## src/rtl/arm_led_bus_if.sv

```systemverilog
`default_nettype none
// +----------------------------------------------------------------------------+
// | arm_led_bus_if : ARM external-bus slave -> LED command word + watchdog      |
// | Option macro LED_BUS_READBACK_EN enables the register read path.            |
// | Rev 1.0                                                                      |
// +----------------------------------------------------------------------------+
module arm_led_bus_if #(
   parameter logic [7:0]  BASE_ADDR = 8'h10,
   parameter int          TICK_DIV  = 50000,
   parameter logic [15:0] ID_VALUE  = 16'h4C45
) (
   input  logic        i_clk,
   input  logic        i_rst_n,
   input  logic        i_arm_ncs,
   input  logic        i_arm_nwe,
   input  logic        i_arm_noe,
   input  logic [7:0]  i_arm_addr,
   input  logic [15:0] i_arm_data_in,
   output logic [15:0] o_arm_data_out,
   output logic        o_arm_data_oe,
   output logic [4:0]  o_arm_led_data,
   output logic        o_wdt_expired
);
   localparam int            PW         = (TICK_DIV > 1) ? $clog2(TICK_DIV) : 1;
   localparam logic [PW-1:0] c_PRE_MAX  = PW'(TICK_DIV - 1);
   localparam logic [7:0]    c_ADDR_CMD = BASE_ADDR;
   localparam logic [7:0]    c_ADDR_TMO = BASE_ADDR + 8'd1;
   localparam logic [7:0]    c_ADDR_STS = BASE_ADDR + 8'd2;
   localparam logic [7:0]    c_ADDR_ID  = BASE_ADDR + 8'd3;

   typedef enum logic [1:0] {S_IDLE, S_WR_ACT, S_WR_COMMIT, S_RD_ACT} state_t;

   state_t      r_state, w_state_nxt;
   logic [2:0]  r_ncs_s, r_nwe_s;
   logic [7:0]  r_addr_s1, r_addr_s2, r_wr_addr;
   logic [15:0] r_data_s1, r_data_s2, r_wr_data;
   logic        r_armed;
   logic [4:0]  r_led_cmd, r_led_out;
   logic [15:0] r_tmo, r_ticks;
   logic [PW-1:0] r_pre;
   logic        r_wdt;

   logic w_ncs, w_nwe, w_ncs_rise, w_nwe_rise;
   logic w_commit, w_wr_cmd, w_wr_tmo, w_wr_sts, w_tick, w_expire;

   assign w_ncs      = r_ncs_s[1];
   assign w_nwe      = r_nwe_s[1];
   assign w_ncs_rise = r_ncs_s[1] & ~r_ncs_s[2];
   assign w_nwe_rise = r_nwe_s[1] & ~r_nwe_s[2];

   // NCS sync resets low so an access already in flight at reset release is never armed.
   always_ff @(posedge i_clk or negedge i_rst_n) begin
      if (!i_rst_n) begin
         r_ncs_s   <= 3'b000;
         r_nwe_s   <= 3'b111;
         r_addr_s1 <= 8'h00;
         r_addr_s2 <= 8'h00;
         r_data_s1 <= 16'h0000;
         r_data_s2 <= 16'h0000;
         r_armed   <= 1'b0;
      end else begin
         r_ncs_s   <= {r_ncs_s[1:0], i_arm_ncs};
         r_nwe_s   <= {r_nwe_s[1:0], i_arm_nwe};
         r_addr_s1 <= i_arm_addr;
         r_addr_s2 <= r_addr_s1;
         r_data_s1 <= i_arm_data_in;
         r_data_s2 <= r_data_s1;
         if (w_ncs) r_armed <= 1'b1;
      end
   end

`ifdef LED_BUS_READBACK_EN
   logic [2:0]  r_noe_s;
   logic        w_noe, w_noe_rise;
   assign w_noe      = r_noe_s[1];
   assign w_noe_rise = r_noe_s[1] & ~r_noe_s[2];

   always_ff @(posedge i_clk or negedge i_rst_n) begin
      if (!i_rst_n) r_noe_s <= 3'b111;
      else          r_noe_s <= {r_noe_s[1:0], i_arm_noe};
   end
`endif

   always_ff @(posedge i_clk or negedge i_rst_n) begin
      if (!i_rst_n) r_state <= S_IDLE;
      else          r_state <= w_state_nxt;
   end

   always_comb begin
      w_state_nxt = r_state;
      case (r_state)
         S_IDLE: begin
            if (r_armed && !w_ncs) begin
               if (!w_nwe) w_state_nxt = S_WR_ACT;
`ifdef LED_BUS_READBACK_EN
               else if (!w_noe) w_state_nxt = S_RD_ACT;
`endif
            end
         end
         S_WR_ACT: begin
            if (w_nwe_rise)      w_state_nxt = S_WR_COMMIT;
            else if (w_ncs_rise) w_state_nxt = S_IDLE;
         end
         S_WR_COMMIT: w_state_nxt = S_IDLE;
`ifdef LED_BUS_READBACK_EN
         S_RD_ACT: if (w_noe_rise || w_ncs_rise) w_state_nxt = S_IDLE;
`endif
         default: w_state_nxt = S_IDLE;
      endcase
   end

   assign w_commit = (r_state == S_WR_COMMIT);
   assign w_wr_cmd = w_commit && (r_wr_addr == c_ADDR_CMD);
   assign w_wr_tmo = w_commit && (r_wr_addr == c_ADDR_TMO);
   assign w_wr_sts = w_commit && (r_wr_addr == c_ADDR_STS);
   assign w_tick   = (r_pre == c_PRE_MAX);
   assign w_expire = r_led_cmd[4] && (r_tmo != 16'h0000) && (r_ticks == r_tmo) && !w_wr_cmd;

   always_ff @(posedge i_clk or negedge i_rst_n) begin
      if (!i_rst_n) begin
         r_wr_addr <= 8'h00;
         r_wr_data <= 16'h0000;
         r_led_cmd <= 5'h0F;
         r_led_out <= 5'h0F;
         r_tmo     <= 16'h0000;
         r_ticks   <= 16'h0000;
         r_pre     <= '0;
         r_wdt     <= 1'b0;
      end else begin
         if (r_state == S_WR_ACT) begin
            r_wr_addr <= r_addr_s2;
            r_wr_data <= r_data_s2;
         end
         r_led_out <= r_led_cmd;
         r_pre     <= w_tick ? '0 : r_pre + PW'(1);
         if (w_wr_tmo) r_tmo <= r_wr_data;
         if (w_wr_cmd)      r_led_cmd    <= r_wr_data[4:0];
         else if (w_expire) r_led_cmd[4] <= 1'b0;
         if (w_wr_cmd || (r_tmo == 16'h0000) || w_expire)
            r_ticks <= 16'h0000;
         else if (w_tick && (r_ticks != 16'hFFFF))
            r_ticks <= r_ticks + 16'd1;
         // Expiry takes precedence over a simultaneous flag clear.
         if (w_expire)                     r_wdt <= 1'b1;
         else if (w_wr_sts && r_wr_data[0]) r_wdt <= 1'b0;
      end
   end

   assign o_arm_led_data = r_led_out;
   assign o_wdt_expired  = r_wdt;

`ifdef LED_BUS_READBACK_EN
   logic [15:0] w_rd_mux, r_data_out;
   logic        r_oe;

   always_comb begin
      w_rd_mux = 16'h0000;
      case (r_addr_s2)
         c_ADDR_CMD: w_rd_mux = {11'd0, r_led_cmd};
         c_ADDR_TMO: w_rd_mux = r_tmo;
         c_ADDR_STS: w_rd_mux = {15'd0, r_wdt};
         c_ADDR_ID:  w_rd_mux = ID_VALUE;
         default:    w_rd_mux = 16'h0000;
      endcase
   end

   always_ff @(posedge i_clk or negedge i_rst_n) begin
      if (!i_rst_n) begin
         r_data_out <= 16'h0000;
         r_oe       <= 1'b0;
      end else begin
         if (r_state == S_IDLE && w_state_nxt == S_RD_ACT) r_data_out <= w_rd_mux;
         r_oe <= (r_state == S_RD_ACT) && (w_state_nxt == S_RD_ACT);
      end
   end

   assign o_arm_data_out = r_data_out;
   assign o_arm_data_oe  = r_oe;
`else
   logic w_unused;
   assign w_unused       = ^{i_arm_noe, ID_VALUE};
   assign o_arm_data_out = 16'h0000;
   assign o_arm_data_oe  = 1'b0;
`endif

endmodule
`default_nettype wire
```

## config.mk

```make
export PLATFORM = sky130hd
export DESIGN_NAME = arm_led_bus_if
export DESIGN_NICKNAME = d
export VERILOG_FILES = /design/src/rtl/arm_led_bus_if.sv
export SDC_FILE = /design/constraint.sdc
export NUM_CORES = 1
export LEC_CHECK = 0
export CAP_MARGIN = 20
export CORE_MARGIN = 2
export CORE_UTILIZATION = 23
export CTS_CLUSTER_SIZE = 8
export DETAILED_ROUTE_END_ITERATION = 8
export GPL_TIMING_DRIVEN = 0
export PLACE_DENSITY = 0.38
export RECOVER_POWER = 100
export SYNTH_ARGS = -nofsm -noshare
export SYNTH_HDL_FRONTEND = slang
export SYNTH_SLANG_ARGS = --single-unit
export TNS_END_PERCENT = 50
```

## constraint.sdc

```tcl
create_clock -name i_clk -period 3.45 [get_ports i_clk]
set_input_delay 0.345 -clock i_clk [delete_from_list [all_inputs] [get_ports i_clk]]
set_output_delay 0.345 -clock i_clk [all_outputs]
set_load 0.05 [all_outputs]
```

== Word-level counts from Yosys, hierarchy flattened ==
Cells that the tools add are included.

* $add $sub $neg: 2
* Muxes and demuxes: 12
* Equal/unequal tests: 11
* Bitwise operators: 4
* Reductions and logical operators: 20

{| class="wikitable"
|+ Operators with widths
! cell !! count
|-
| 2-to-1 mux 16 bit || 3
|-
| adder 16 x 1 -> 16 bit, second input constant || 2
|-
| equality test 8 x 5 -> 1 bit, second input constant || 3
|-
| equality test 16 bit || 1
|-
| equality test 16 bit, second input constant || 1
|-
| logical NOT 16 bit || 1
|-
| inequality test 16 bit, second input constant || 1
|-
| nonzero test 16 bit || 1
|-
| logical AND 1 bit || 9
|-
| 2-to-1 mux 2 bit || 4
|-
| nonzero test 2 bit || 3
|-
| 2-to-1 mux 1 bit || 4
|-
| inequality test 2 bit, second input constant || 2
|-
| case mux 2 bit (2 select lines) || 1
|-
| inequality test 3 bit, second input constant || 1
|-
| AND reduction 3 bit || 1
|-
| bitwise AND 1 bit || 2
|-
| equality test 2 x 1 -> 1 bit, second input constant || 1
|-
| equality test 2 bit, second input constant || 1
|-
| logical NOT 1 bit || 2
|-
| logical NOT 2 bit || 1
|-
| logical OR 1 bit || 2
|-
| NOT 1 bit || 2
|}

* Register bits: 140
* Output and inout port bits: 23
* Input port bits: 29
* Logic and storage cells: 66

== Logic depth before layout (Yosys ltp) ==
* Depth after elaboration: 6
* Mapped depth: 7
* Gate-level depth less buffers: 6

== Worst setup path before layout ==
Ideal clock, no wire load.

* Kind: reg2reg
* Start: register r_wr_addr[5]
* End: register r_ticks[10]
* Data arrival time: 1693 ps
* Period minus slack after synthesis: 1812 ps
* Slack: 1638 ps
* Setup time: 119 ps
* Buffers on the path: 1
* Required time: 3331 ps
* Stages on the path, launching flop included: 7
* Cells stage by stage: dfrtp_1 > or4b_4 > nor4_4 > nor2_2 > o21ai_4 > buf_6 > nor2_1

* Cells in the longest elaborated chain, start to end: 6
* Elaborated cells on any way between the ends: 8
* Classes of those cells: eq/ne (1); mux (1); reduce/logical (6)

{| class="wikitable"
|+ Ends and longest elaborated chain
! what !! RTL line !! source
|-
| start, declared || 35 || <nowiki>logic [7:0] r_addr_s1, r_addr_s2, r_wr_addr;</nowiki>
|-
| start signal, assigned || 131 || <nowiki>r_wr_addr <= r_addr_s2;</nowiki>
|-
| equality test 8 x 5 -> 1 bit * || 113 || <nowiki>assign w_wr_cmd = w_commit && (r_wr_addr == c_ADDR_CMD);</nowiki>
|-
| logical AND 1 bit * || 113 ||
|-
| logical NOT 1 bit || 117 || <nowiki>assign w_expire = r_led_cmd[4] && (r_tmo != 16'h0000) && (r_ticks == r_tmo) && !w_wr_cmd;</nowiki>
|-
| logical AND 1 bit || 117 ||
|-
| logical OR 1 bit * || 139 || <nowiki>if (w_wr_cmd || (r_tmo == 16'h0000) || w_expire)</nowiki>
|-
| 2-to-1 mux 16 bit or nonzero test 2 bit (tied branches) || - ||
|-
| end signal, assigned || 142 || <nowiki>r_ticks <= r_ticks + 16'd1;</nowiki>
|-
| end, declared || 39 || <nowiki>logic [15:0] r_tmo, r_ticks;</nowiki>
|}

Every way passes the cells marked *; elsewhere a longest branch is shown, timed or not.
A chain may end at the register's enable or synchronous reset.

== Worst setup path after layout ==
* Start: register r_ticks[4]
* End: register r_ticks[1]

* Cells in the longest elaborated chain, start to end: 5
* Elaborated cells on any way between the ends: 8
* Classes of those cells: eq/ne (2); mux (1); reduce/logical (5)

{| class="wikitable"
|+ Ends and longest elaborated chain
! what !! RTL line
|-
| equality test 16 bit || 117
|-
| logical AND 1 bit (2 in a row) || 117
|-
| logical OR 1 bit || 139
|-
| 2-to-1 mux 16 bit or nonzero test 2 bit (tied branches) || -
|}

Parallel ways exist; a longest one is shown, timed or not.

==> impl_metrics.tcl <==
set metrics [dict create \
    drt_iter0_drc 167 \
    start_util_pct 23.4 \
    grt_max_degree 98 \
    slew_headroom_pct 11.3 \
    multi_input_area_um2 1750 \
    io_buffers 33 \
    min_from "r_data_s1[14]" \
    synth-seq-cells 140 \
    seq_area_um2 3520 \
    finClkSkew_ns 0.00674 \
    max_stage_delay_ns 0.58 \
    vias_per_cell 3.82 \
    postCtsSetupBuffers 0 \
    coreArea_um2 23400 \
    reg2reg_depth 6 \
    grt.overflow.total 0 \
    p_leak_nw 3.01 \
    hpwlAfterDp_um 6620 \
    post_route_cells_drive_above_1_share_pct 22.4 \
    numCtsBuffers 17 \
    antenna_found_initial 0 \
    setup_viol 0 \
    clkLatencyLatePin_ns 0.42 \
    grt_pass1_vias 3012 \
    rows 56 \
    fin_area_um2 6770 \
    vias 3011 \
    hold_viol_final 0 \
    place_congestion 0.755 \
    grt_pass1_wl_um 16800 \
    fmax_mhz 409 \
    io_pins 52 \
    synth_area_per_cell_um2 14.2 \
    avgRoutedWirePerCell_um 12.7 \
    dr.pass1.iters 4 \
    worstSetupStartpointType "flip-flop" \
    rsz0062_at_grt "no" \
    fin_crit_sh_pct 71.0 \
    path_buf_inv 1 \
    holdWs_ns 0.346 \
    cp_cell_sequence "clkbuf_1 -> nand4_1 -> or3_1 -> o21ai_0 -> mux2i_1 -> nor2_1" \
    crit_slowest_cell "o21ai_0" \
    worst_pin_slew_ns 1.33 \
    wl_um 10000 \
    detail-route-antenna-nets 0 \
    cp.depth 6 \
    clockBufferDepth 2 \
    crit_end "r_ticks[1]" \
    area_growth_pct 23.8 \
    r2r_start "r_ticks[4]" \
    drcViolationCount 0 \
    cts.htree.levels 4 \
    cts.sinks 140 \
    worst-path-max-fanout 7 \
    syn-cell-area_um2 5470 \
    worstSetupPathType "reg2reg" \
    regToRegEndpoint "r_ticks[1]" \
    period_minus_slack_ns 2.45 \
    clk_pin_slew_ns 0.07 \
    pwr_density_cell_nw_per_um2 569 \
    cpLargestDelayFamily "simple AND/OR/NAND/NOR gates" \
    fillers 2399 \
    max_cap_violations 0 \
    num_antenna_cells 0 \
    seq_area_frac_synth_pct 64.3 \
    gr-usage-all-layers_pct 8.78 \
    cp-end-kind "flip-flop" \
    fp.dieArea_um2 25000 \
    ys_types 49 \
    status "completed" \
    synthCells 386 \
    hold_path_class "reg2reg" \
    die_x_um 158 \
    final_common_cell "dfrtp_1" \
    post_dp_cell_area_um2 6290 \
    cts_tree "done" \
    synth_warnings 0 \
    clk_root_buffer_cell "clkbuf_16" \
    post-route-util_pct 28.9 \
    cp.required_ns 3.71 \
    fp.dieH_um 158 \
    cp.arrival_ns 2.71 \
    vdd.ir_drop.worst_mv 0.307 \
    final_nets 487 \
    final_cell_mix "dfrtp_1 (129), mux2_2 (34), dlygate4sd3_1 (33)" \
    reg2reg_slack_ns 1.00 \
    startpoint "r_ticks[4]" \
    slew_viol_final 0 \
]
-- Yosys cell counts, drive strengths merged --
library cell	number	area [um^2]
mux2	44	533
inv	4	15.0
xor2	25	219
conb	1	3.75
nor3	6	40.0
and4bb	1	12.5
or2	1	6.26
and2	2	12.5
or3	5	31.3
and4b	1	10.0
a211oi	3	22.5
nor2b	2	12.5
mux2i	1	10.0
nand4	6	43.8
nand2	15	58.8
nand3	12	60.1
and3b	1	8.76
nor4	10	98.8
clkbuf	2	7.51
o211ai	2	15.0
o32a	1	10.0
a221oi	1	8.76
or4	1	7.51
o21ai	8	55.1
xnor2	15	131
o31ai	2	15.0
a2111oi	3	57.6
or4b	2	27.5
and4	6	52.6
and3	8	50.1
dfstp	11	289
ha	2	25.0
nor2	22	85.1
buf	25	178
a21oi	6	30.0
dfrtp	129	3230
-- power breakdown --
group          switching, mW  internal [mW]
sequential            0.0611           1.75
clock                  0.795          0.958
combinational          0.161          0.126
-- what timing repair did --
item | CTS | global route
hold buffers | 1 | 0
endpoints found under the hold margin | 43 | 0
resized for setup | 0 | 0
-- area by class of cell --
type                       instances  area share (%)
buffer                            27            2.59
clock buffer                      17            6.28
multi-input combinational        231            25.8
inverter                           4           0.222
tap                              319            5.89
sequential                       140            51.9
timing repair buffer              35            5.15
clock inverter                    15            2.14
-- registers in the layout, indices dropped and copies added (netlist names), 2 cells and up --
| signal | count |
|---|---|
| r_wr_data | 16 |
| r_pre | 16 |
| r_ticks | 16 |
| r_tmo | 16 |
| r_addr_s1 | 8 |
| r_wr_addr | 8 |
| r_nwe_s | 3 |
| r_addr_s2 | 8 |
| r_state | 2 |
| o_arm_led_data | 5 |
| r_ncs_s | 3 |
| r_data_s2 | 16 |
| r_data_s1 | 16 |
| r_led_cmd | 5 |
-- worst min-delay path by stage --
stage	endpoint	slack (ns)	depth (start not counted)
floorplan	o_arm_led_data[4]	0.05	0
global route	r_data_s2[14]	0.35	0
global placement	r_data_s2[5]	0.33	0
CTS	r_nwe_s[0]	0.31	1
finish	r_data_s2[14]	0.35	0
detailed placement	r_ticks[9]	0.30	1
-- per-stage QoR --
step / setup TNS (ns) / total power, mW / std cells / setup slack, ns
after floorplan: 0 / 2.04 / 402 / 1.64
after global placement: -497.33 / 2.16 / 754 / -3.71
after detailed placement: 0 / 2.17 / 755 / 1.31
after CTS: 0 / 3.96 / 788 / 1.29
after global routing: 0 / 4.04 / 788 / 0.694
final: 0 / 3.85 / 788 / 1.00
-- per-layer routing --
metal	share of wire [%]	vias to the layer above	GRT usage [%]
li1	-	1463	-
met1	50	1488	12.4
met2	45	54	12.7
met3	3.7	6	2.41
met4	1.4	0	3.47
met5	0	-	0
-- logic make-up (layout without fill, tap and decap cells) --
kind of cell	after synthesis	after routing	synth area share, %
simple gates	101	101	11.3
other cells	1	17	0.0685
mux	45	45	9.92
buf+inv	31	98	3.66
fa+ha+maj	2	2	0.457
flops	140	140	64.3
xor+xnor	40	40	6.40
compound gates	26	26	3.91
Note: power is estimated with default switching activity, not from simulation.
==> patch, RTL diff (config.mk and constraints unchanged) <==
Build with the macro `LED_BUS_READBACK_EN` defined.
--- a/src/rtl/arm_led_bus_if.sv
+++ b/src/rtl/arm_led_bus_if.sv
@@ -5,4 +5,6 @@
 // | Rev 1.0                                                                      |
 // +----------------------------------------------------------------------------+
+`define LED_BUS_READBACK_EN
+
 module arm_led_bus_if #(
    parameter logic [7:0]  BASE_ADDR = 8'h10,
Behaviour: not the same (Yosys sat finds a counterexample within 10 cycles, from zero or initial values and one cycle with i_rst_n low).
==> patch against the original RTL <==
- the flow now finishes with violations (max-capacitance violations, max-slew violations)
- synthesized cell count rose by 19%
- setup slack got worse by 0.47 ns
- global-route usage grew 1.6 points
- routed wire length rose by 34%
- sequential cell count grew 20
- cell area up 12%
- area after synthesis is 11% higher
- highest routed layer unchanged
Power is not compared: it rests on default switching activity, and its combinational part moved more than twofold at a synthesized area within 25%.
==> patch: results (changes against the original RTL) <==
| Metric | Value |
|---|---|
| Slew @ Worst Pin | 1.839 ns (+0.5088 ns) |
| Cells after synthesis | 461 (+19%) |
| Pleak | 3.212 nW |
| Clock root buffer master | clkbuf_16 |
| RR Startpoint | r_wr_addr[5] |
| Fillcell total | 2,685 (+12%) |
| Total CTS buffers | 17 (unchanged) |
| Post-synth top cells | dfrtp_1, mux2_2, nand2_1, nor2_1, xnor2_1 |
| Max-slew violations | 72 (+72) |
| # diodes | 0 (unchanged) |
| Vias post-DR | 3,779 (+26%) |
| Sequential area share after synthesis | 66.17% (+1.9 points) |
| Nets | 564 (+16%) |
| DR iter-0 viols | 218 (+31%) |
| GRT Total Usage | 10.36% (+1.6 points) |
| First-pass GRT wire length | 22,460 µm (+34%) |
| Drt via density | 4.289 (+12%) |
| Number of global-route vias before repair | 4,061 (+35%) |
| Ys Warns | 0 (unchanged) |
| Cts repair resizes | 0 (unchanged) |
| Slowest cell on crit path | nor4_2 |
| Met1 WL | 6403 µm (+28%) |
| IO buf count | 51 (+55%) |
| Dpl cells | 848 (+12%) |
| Clock transition at path regs | 0.07 ns (about the same) |
| WHS Path Cells | 0 (unchanged) |
| Syn nets | 492 |
| Synth async-reset ratio | 100.0% (unchanged) |
| Status | finished with violations |
| Largest cells by area after synthesis | dfrtp_1, mux2_2, dfstp_2 |
| R2R setup slack | 0.53 ns (-0.47 ns) |
| CP max stage delay | 0.77 ns (+0.19 ns) |
| Post-DP HPWL | 9192 µm (+39%) |
| Post-Route Skew | 0.01261 ns (+0.005875 ns) |
| Top sig layer | met4 |
| Share of layout cells above drive strength 1 | 16.67% (-5.7 points) |
| Worst-case reg-to-reg path depth | 6 (unchanged) |
| Critical-path maximum fanout | 10 (+3) |
| Worst-Skew Late Latency | 0.42 ns (about the same) |
| R2R Path End | r_ticks[2] |
| Drt pass-1 iters | 4 (unchanged) |
| HP Start | r_addr_s1[3] |
| Max Cap Violations | 1 (+1) |
| Sequential share of power | 46.7% |
| H-tree Lvls | 4 (unchanged) |
| Most used DFF post-synth | dfrtp_1 |
| Hold Path End | r_addr_s2[3] |
| Gate power share | 17.3% |
| Routed wl met2 | 6485 µm (+44%) |
| Drt total wl | 13,390 µm (+34%) |
| Placer Congestion | 0.7865 (+4.2%) |
| Largest net degree at the start of global routing | 90 (-8.2%) |
| Failing checks | max-capacitance violations, max-slew violations |
| Crit-path leading delay family | simple AND/OR/NAND/NOR gates |
| Post-CTS setup buffers | 0 (unchanged) |
| Metal3 WL | 349 µm (-5.2%) |
| CP arrival | 3.22 ns (+0.51 ns) |
| Cell variety after synth | 50 (+2.0%) |
patch: layout make-up:
type | count | share of cell area (%)
Buffer | 14 | 0.7425
Clock buffer | 21 | 5.808
Clock inverter | 11 | 1.435
Inverter | 4 | 0.1980
Multi-Input combinational cell | 283 | 26.10
Sequential cell | 160 | 53.03
Tap cell | 335 | 5.527
Timing Repair Buffer | 53 | 7.161
patch: layer usage:
layer | GRT usage, % | vias up
met5 | 0 | -
met4 | 3.373 | 0
met3 | 2.638 | 12
met2 | 16.69 | 61
met1 | 13.67 | 1944
li1 | - | 1762
patch: metrics by stage:
step / cell area (µm²) / total power, mW / setup WS [ns] / TNS [ns] / hold WS (ns)
after detailed placement: 7039 / 3.245 / 0.7821 / 0 / 0.3355
after floorplan: 6077 / 2.888 / 1.338 / 0 / 0.04941
after global placement: 7007 / 3.227 / -4.743 / -725.83 / 0.3314
after global routing: 7584 / 5.219 / 0.3582 / 0 / 0.3570
final: 7584 / 4.934 / 0.5336 / 0 / 0.3491
after CTS: 7599 / 5.067 / 0.7649 / 0 / 0.3014
patch: cell families (layout without fill, tap and decap cells):
logic type,Yosys count,in the layout,synth area share (%)
fa+ha+maj,2,2,0.4117
mux,46,46,8.483
flops,160,160,66.17
xor+xnor,37,37,5.332
compound gates,39,39,4.365
simple gates,159,159,14.04
buf+inv,18,103,1.194
patch: how the worst max path moves through the flow:
stage | start | end
after global routing | r_state[0] | r_ticks[2]
after detailed placement | r_wr_addr[5] | r_ticks[12]
after floorplan | r_wr_addr[5] | r_ticks[14]
after CTS | r_wr_addr[5] | r_ticks[2]
after global placement | i_rst_n | r_data_s2[8]
final | r_wr_addr[5] | r_ticks[2]
